<file path="src/rtl/keypad_entry.sv">
// Debounced keypad event generator feeding a BCD digit-entry buffer.
// Row activity is judged once per scan window; one key_event per qualified press.
module keypad_entry #(
    parameter int SCAN_CYCLES      = 400000,
    parameter int DEBOUNCE_WINDOWS = 3,
    parameter int DIGITS           = 4
) (
    input  logic                           clk,
    input  logic                           rst,
    input  logic [3:0]                     row,
    input  logic [3:0]                     key_code,
    output logic                           key_event,
    output logic [3:0]                     key_value,
    output logic [4*DIGITS-1:0]            entry_value,
    output logic [$clog2(DIGITS+1)-1:0]    digit_count,
    output logic                           overflow,
    output logic [4*DIGITS-1:0]            commit_value,
    output logic                           commit_valid
);
    localparam int CNT_W = $clog2(SCAN_CYCLES);
    localparam int ENT_W = 4 * DIGITS;
    localparam int DC_W  = $clog2(DIGITS + 1);
    localparam logic [CNT_W-1:0] WRAP_AT  = CNT_W'(SCAN_CYCLES - 1);
    localparam logic [3:0]       DEB_WIN  = 4'(DEBOUNCE_WINDOWS);
    localparam logic [DC_W-1:0]  DIG_MAX  = DC_W'(DIGITS);

    typedef enum logic [1:0] {IDLE, PRESS_PEND, HELD, REL_PEND} state_t;

    logic [3:0]       row_p0, row_p1;
    logic [CNT_W-1:0] win_cnt;
    logic             wrap, row_low, row_seen, active;
    state_t           state, state_nx;
    logic [3:0]       cnt, cnt_nx;
    logic             ev_fire;

    // Stage p0/p1: two-flop synchronizer on the asynchronous row pins
    always_ff @(posedge clk) begin
        if (rst) begin
            row_p0 <= 4'b1111;
            row_p1 <= 4'b1111;
        end else begin
            row_p0 <= row;
            row_p1 <= row_p0;
        end
    end

    assign row_low = ~&row_p1;
    assign wrap    = (win_cnt == WRAP_AT);
    assign active  = row_seen | row_low;

    // Window timing and per-window activity capture
    always_ff @(posedge clk) begin
        if (rst) begin
            win_cnt  <= '0;
            row_seen <= 1'b0;
        end else begin
            win_cnt  <= wrap ? '0 : win_cnt + 1'b1;
            row_seen <= wrap ? 1'b0 : (row_seen | row_low);
        end
    end

    always_ff @(posedge clk) begin
        if (rst) begin
            state <= IDLE;
            cnt   <= 4'd0;
        end else if (wrap) begin
            state <= state_nx;
            cnt   <= cnt_nx;
        end
    end

    always_comb begin
        state_nx = state;
        cnt_nx   = cnt;
        case (state)
            IDLE: begin
                if (active) begin
                    state_nx = PRESS_PEND;
                    cnt_nx   = 4'd1;
                end
            end
            PRESS_PEND: begin
                if (!active)
                    state_nx = IDLE;
                else if ((cnt + 4'd1) == DEB_WIN)
                    state_nx = HELD;
                else
                    cnt_nx = cnt + 4'd1;
            end
            HELD: begin
                if (!active) begin
                    state_nx = REL_PEND;
                    cnt_nx   = 4'd1;
                end
            end
            REL_PEND: begin
                if (active)
                    state_nx = HELD;
                else if ((cnt + 4'd1) == DEB_WIN)
                    state_nx = IDLE;
                else
                    cnt_nx = cnt + 4'd1;
            end
            default: state_nx = IDLE;
        endcase
    end

    always_comb begin
        ev_fire = 1'b0;
        if (wrap && state == PRESS_PEND && active && (cnt + 4'd1) == DEB_WIN)
            ev_fire = 1'b1;
    end

    // Stage p2: registered event and latched key code
    always_ff @(posedge clk) begin
        if (rst) begin
            key_event <= 1'b0;
            key_value <= 4'd0;
        end else begin
            key_event <= ev_fire;
            if (ev_fire)
                key_value <= key_code;
        end
    end

    // Buffer edits take effect on the edge that ends the key_event cycle
    always_ff @(posedge clk) begin
        if (rst) begin
            entry_value  <= '0;
            digit_count  <= '0;
            overflow     <= 1'b0;
            commit_value <= '0;
            commit_valid <= 1'b0;
        end else begin
            commit_valid <= 1'b0;
            if (key_event) begin
                if (key_value <= 4'd9) begin
                    if (digit_count < DIG_MAX) begin
                        entry_value <= (entry_value << 4) | ENT_W'(key_value);
                        digit_count <= digit_count + 1'b1;
                    end else begin
                        overflow <= 1'b1;
                    end
                end else begin
                    case (key_value)
                        4'hB: begin
                            if (digit_count != '0) begin
                                entry_value <= entry_value >> 4;
                                digit_count <= digit_count - 1'b1;
                            end
                            overflow <= 1'b0;
                        end
                        4'hC: begin
                            entry_value <= '0;
                            digit_count <= '0;
                            overflow    <= 1'b0;
                        end
                        4'hE: begin
                            if (digit_count != '0) begin
                                commit_value <= entry_value;
                                commit_valid <= 1'b1;
                                entry_value  <= '0;
                                digit_count  <= '0;
                                overflow     <= 1'b0;
                            end
                        end
                        default: ;
                    endcase
                end
            end
        end
    end
endmodule

</file>
<file path="config.mk">
export PLATFORM = sky130hd
export DESIGN_NAME = keypad_entry
export DESIGN_NICKNAME = d
export VERILOG_FILES = /design/src/rtl/keypad_entry.sv
export SDC_FILE = /design/constraint.sdc
export NUM_CORES = 1
export LEC_CHECK = 0
export CORE_MARGIN = 3
export CORE_UTILIZATION = 53
export DETAILED_ROUTE_END_ITERATION = 7
export PLACE_DENSITY = 0.79
export SLEW_MARGIN = 5
export SYNTH_ARGS = -nofsm -noshare
export SYNTH_HDL_FRONTEND = slang
export SYNTH_SLANG_ARGS = --single-unit
</file>
<file path="constraint.sdc">
create_clock -name clk -period 2.5 [get_ports clk]
set_input_delay 0.5 -clock clk [delete_from_list [all_inputs] [get_ports clk]]
set_output_delay 0.5 -clock clk [all_outputs]
set_load 0.05 [all_outputs]
</file>
# After elaboration in Yosys (flattened, before gate mapping)
# Index checks and enable logic that the tools add are counted.
dict set report word_totals {
  regBits 76
}
dict set report op_classes {
  addsub 4
  magnitude_cmp 2
  n_eq_ne 18
  mux 29
  bitwise_logic 5
  reduce_logical 17
}
# operator n
set op_table {}
lappend op_table {{$mux 16} 4}
lappend op_table {{$pmux 16 s3} 1}
lappend op_table {{$mux 4} 5}
lappend op_table {{$add 19x1->19 const B} 1}
lappend op_table {{$eq 19x19->1 const B} 1}
lappend op_table {{$or 16x4->16} 1}
lappend op_table {{$pmux 4 s4} 1}
lappend op_table {{$reduce_and 5->1} 3}
lappend op_table {{$eq 4x4->1 const B} 3}
lappend op_table {{$mux 2} 6}
lappend op_table {{$mux 3} 4}
lappend op_table {{$ne 3x3->1 const B} 4}
lappend op_table {{$reduce_and 4->1} 3}
lappend op_table {{$ne 2x2->1 const B} 5}
lappend op_table {{$pmux 3 s3} 1}
lappend op_table {{$pmux 2 s4} 1}
lappend op_table {{$reduce_bool 3->1} 2}
lappend op_table {{$mux 1} 5}
lappend op_table {{$add 4x1->4 const B} 1}
lappend op_table {{$eq 2x2->1 const B} 2}
lappend op_table {{$eq 4x2->1 const B} 1}
lappend op_table {{$le 4x4->1 const B} 1}
lappend op_table {{$reduce_bool 4->1} 1}
lappend op_table {{$reduce_or 2->1} 2}
lappend op_table {{other kinds (12)} 16}

# Longest topological paths before layout
dict set report depth {
  ltp_word 6
  mapped_depth 10
}

# Worst setup path after synthesis
# No wires, ideal clock.
dict set report synth_path {
  path_type {reg-to-reg}
  from {register digit_count[0]}
  to {register entry_value[10]}
  setup_ns 0.078
  arrival_ns 2.460
  t_required_ns 2.422
  path_slack_ns -0.038
  path_stages_with_launch 11
  n_path_buf 2
  synth_period_minus_slack_ns 2.538
  path_cell_list {dfxtp_1 -> inv_1 -> ha_1 -> ha_1 -> o21bai_1 -> a21boi_0 -> o211a_1 -> clkbuf_1 -> clkbuf_1 -> nor2_1 -> nor3_1}
}
dict set report synth_between {
  elab_chain_cells 3
}
# item line_no
set synth_rtl {}
lappend synth_rtl {{start: declaration} 15} ;# output logic [$clog2(DIGITS+1)-1:0] digit_count,
lappend synth_rtl {{start signal: assignment} 140} ;# digit_count <= digit_count + 1'b1;
lappend synth_rtl {{start signal: assignment} 149} ;# digit_count <= digit_count - 1'b1;
lappend synth_rtl {{$lt 3x3->1 or $reduce_bool 3->1 (tied branches)} {138, 147, 159}}
lappend synth_rtl {{$ne 2x1->1 (no line) or $ne 3x3->1 (tied branches)} --}
lappend synth_rtl {{$reduce_and 5->1 (no line) *} --}
lappend synth_rtl {{end signal: assignment} 139} ;# entry_value <= (entry_value << 4) | ENT_W'(key_value);
lappend synth_rtl {{end signal: assignment} 148} ;# entry_value <= entry_value >> 4;
lappend synth_rtl {{end: declaration} 14} ;# output logic [4*DIGITS-1:0] entry_value,
# Every way passes the cells marked *; elsewhere a longest branch is shown, timed or not.
# A chain may end at the register's enable or synchronous reset.

# Final worst setup path
dict set report layout_path {
  from {register win_cnt[0]}
  to {register key_value[3]}
}
dict set report layout_between {
  elab_chain_cells 5
}
# item line_no
set layout_rtl {}
lappend layout_rtl {{start: declaration} 30} ;# logic [CNT_W-1:0] win_cnt;
lappend layout_rtl {{start signal: assignment} 57} ;# win_cnt <= wrap ? '0 : win_cnt + 1'b1;
lappend layout_rtl {{$eq 19x19->1} 48} ;# assign wrap = (win_cnt == WRAP_AT);
lappend layout_rtl {{$logic_and 1x1->1 (3 in a row)} 110} ;# if (wrap && state == PRESS_PEND && active && (cnt + 4'd1) == DEB_WIN)
lappend layout_rtl {{$mux 1} 110}
lappend layout_rtl {{end signal: assignment} 122} ;# key_value <= key_code;
lappend layout_rtl {{end: declaration} 13} ;# output logic [3:0] key_value,
# Every way passes these cells.

==> impl_metrics.py <==
metrics = {
    "placed_design": {
        "placed_cell_area_um2": 3790,
        "post-place-ws_ns": 0.199,
        "dp_hpwl_um": 4810,
        "dpl.cell_count": 467,
        "io_buffers": 51,
        "place.gp.congestion": 0.770,
    },
    "clock_network": {
        "cts_tree": "built",
        "cts.sinks": 76,
        "htree_levels": 3,
        "post_cts_buffers": 0,
        "hold_buffers": 0,
        "ctsResizeCount": 0,
        "cts_max_path_buffers": 2,
        "root_buffer": "clkbuf_8",
        "clkLatencyLatePin_ns": 0.34,
        "clk_pin_slew_ns": 0.08,
        "cts_buffers": 9,
    },
    "synth": {
        "syn_area_per_cell_um2": 9.08,
        "synth_commonest_cells": "76 x dfxtp_1, 54 x nor2_1, 23 x nand2_1, 17 x mux2i_1",
        "synth_top_area_cell": "dfxtp_1",
        "synth-edff-count": 0,
        "syn_nets": 367,
        "synthFlopType": "dfxtp_1",
        "synth_seq_cells": 76,
        "netlist_area_um2": 3190,
        "seq_area_frac_synth": 0.477,
        "yosys_warnings": 0,
        "synth.most_common_cell": "dfxtp_1",
        "ys_types": 44,
        "async_reset_ff_frac": 0,
        "synth_top_area_share": 0.477,
        "synth_cells": 351,
        "synth_area_leaders": "dfxtp_1 48%, nor2_1 6.4%, mux2i_1 5.3%, xor2_1 3.3%, a221oi_1 3.0%",
    },
    "finish": {
        "fin_util": 0.705,
        "ff_latch_area_um2": 1520,
        "syn2layout_area_growth_pct": 25.4,
        "finalInstanceArea_um2": 4000,
        "instances_no_fill": 483,
        "multi_input_area_um2": 1570,
        "fin_nets": 422,
        "drive_gt1_frac": 0.102,
        "antennaDiodeCount": 0,
        "nFillCells": 465,
    },
    "setup_path": {
        "required_ns": 2.72,
        "critPathArrivalTime_ns": 2.54,
        "crit_fanout": 4,
        "end_kind": "flip-flop",
        "cp-start-kind": "flip-flop",
        "critical_path_class": "reg2reg",
    },
    "sta": {
        "tns_ns": 0,
        "hold_violations": 0,
        "fmax_mhz": 430,
        "period_minus_slack_ns": 2.32,
        "fin_ws_ns": 0.177,
        "fin_worst_skew_ns": 0.00915,
        "slew_viol_final": 0,
        "post-route-period-util": 0.929,
        "grt_setup_unrepaired": "false",
        "worstMarginPinSlew_ns": 0.562,
        "fin_hold_ws_ns": 0.414,
        "setup_viol": 0,
        "relSlewSlack": 0.622,
    },
    "grt": {
        "antenna_found_initial": 0,
        "grt-ovfl-total": 0,
        "grt_pass1_vias": 2558,
        "grt_max_degree": 32,
        "grt_pass1_wl_um": 11900,
        "grt_usage": 0.204,
    },
    "route": {
        "vias": 2689,
        "vias_per_cell": 5.57,
        "wl_um": 6970,
        "drt_iter0_drc": 131,
        "drc": 0,
        "firstDrtPassIters": 4,
        "ant_nets": 0,
        "wl_per_cell_um": 14.4,
    },
    "job": {
        "maxCapViolations": 0,
    },
    "power": {
        "peakVddDrop_v": 0.000421,
        "cellPowerDensity_nw_per_um2": 557,
        "p_leak_nw": 1.36,
        "power.total_mw": 2.23,
    },
    "run_status": {
        "status": "finished, final reports clean",
    },
    "worst_hold_path": {
        "hp-class": "reg2reg",
    },
    "floorplanning": {
        "pin_count": 52,
        "core_region_area_um2": 5680,
        "dieWidth_um": 83.6,
        "die_height_um": 83.6,
        "die_area_um2": 6980,
        "start_util": 0.562,
        "row_count": 27,
    },
}
-- power breakdown --
group          internal (mW)  switching, mW  total [mW]
combinational         0.0236         0.0367      0.0603
sequential              1.22        0.00725        1.23
clock                  0.492          0.448       0.940
total                   1.74          0.492        2.23
-- area by class of cell --
class,count,share of cell area
clock buffer,11,0.0354
clock inverter,5,0.0150
inverter,12,0.0113
multi-input combinational,247,0.391
sequential,76,0.381
tap,72,0.0225
timing repair buffer,60,0.143
-- placed cells by master (no fill, tap or decap), drive strengths merged, types with 8 or more instances in the layout --
cell / instances
o21ai: 12
nand2: 23
or2: 10
a21oi: 16
inv: 13
clkdlybuf4s50: 50
buf: 10
nor3: 14
xor2: 12
mux2i: 17
dfxtp: 76
nor2: 54
clkbuf: 11
a211oi: 8
a221oi: 11
nand3: 16
-- sequential cells by signal, summed over array words and instances, names as in the netlist, named ones only --
register / cells
win_cnt: 19
commit_value: 16
entry_value: 16
cnt: 4
key_value: 4
row_p0: 4
row_p1: 4
digit_count: 3
commit_valid: 1
key_event: 1
overflow: 1
row_seen: 1
state: 1
-- per-layer routing --
layer  vias up  share of wire  GRT usage
met5         -              0          0
met4         0          0.016     0.0775
met3         9          0.035     0.0395
met2        56           0.49      0.351
met1      1277           0.46      0.252
li1       1347              -          -
-- worst paths after layout --
path	depth (start not counted)	start	slack, ns	to
max	6	win_cnt[0]	0.18	key_value[3]
max reg2reg	6	win_cnt[0]	0.18	key_value[3]
min	1	row_p0[0]	0.41	row_p1[0]
min reg2reg	1	row_p0[0]	0.41	row_p1[0]
-- critical path, cell delays in order, from the launching register on --
cell     delay, ns
dfxtp_1       0.39
ha_1          0.26
nand4_2       0.17
or4_4         0.59
or4b_1        0.55
o21ai_1       0.16
a21oi_1       0.08
-- cells by family after synthesis --
group | synth area share
multiplexers | 0.0534
adder cells (fa/ha/maj) | 0.0235
AO/OA/AOI/OAI | 0.125
XOR/XNOR | 0.0467
AND/OR/NAND/NOR | 0.239
flip-flops | 0.477
buffers and inverters | 0.0345
(Power assumes the default switching activity.)
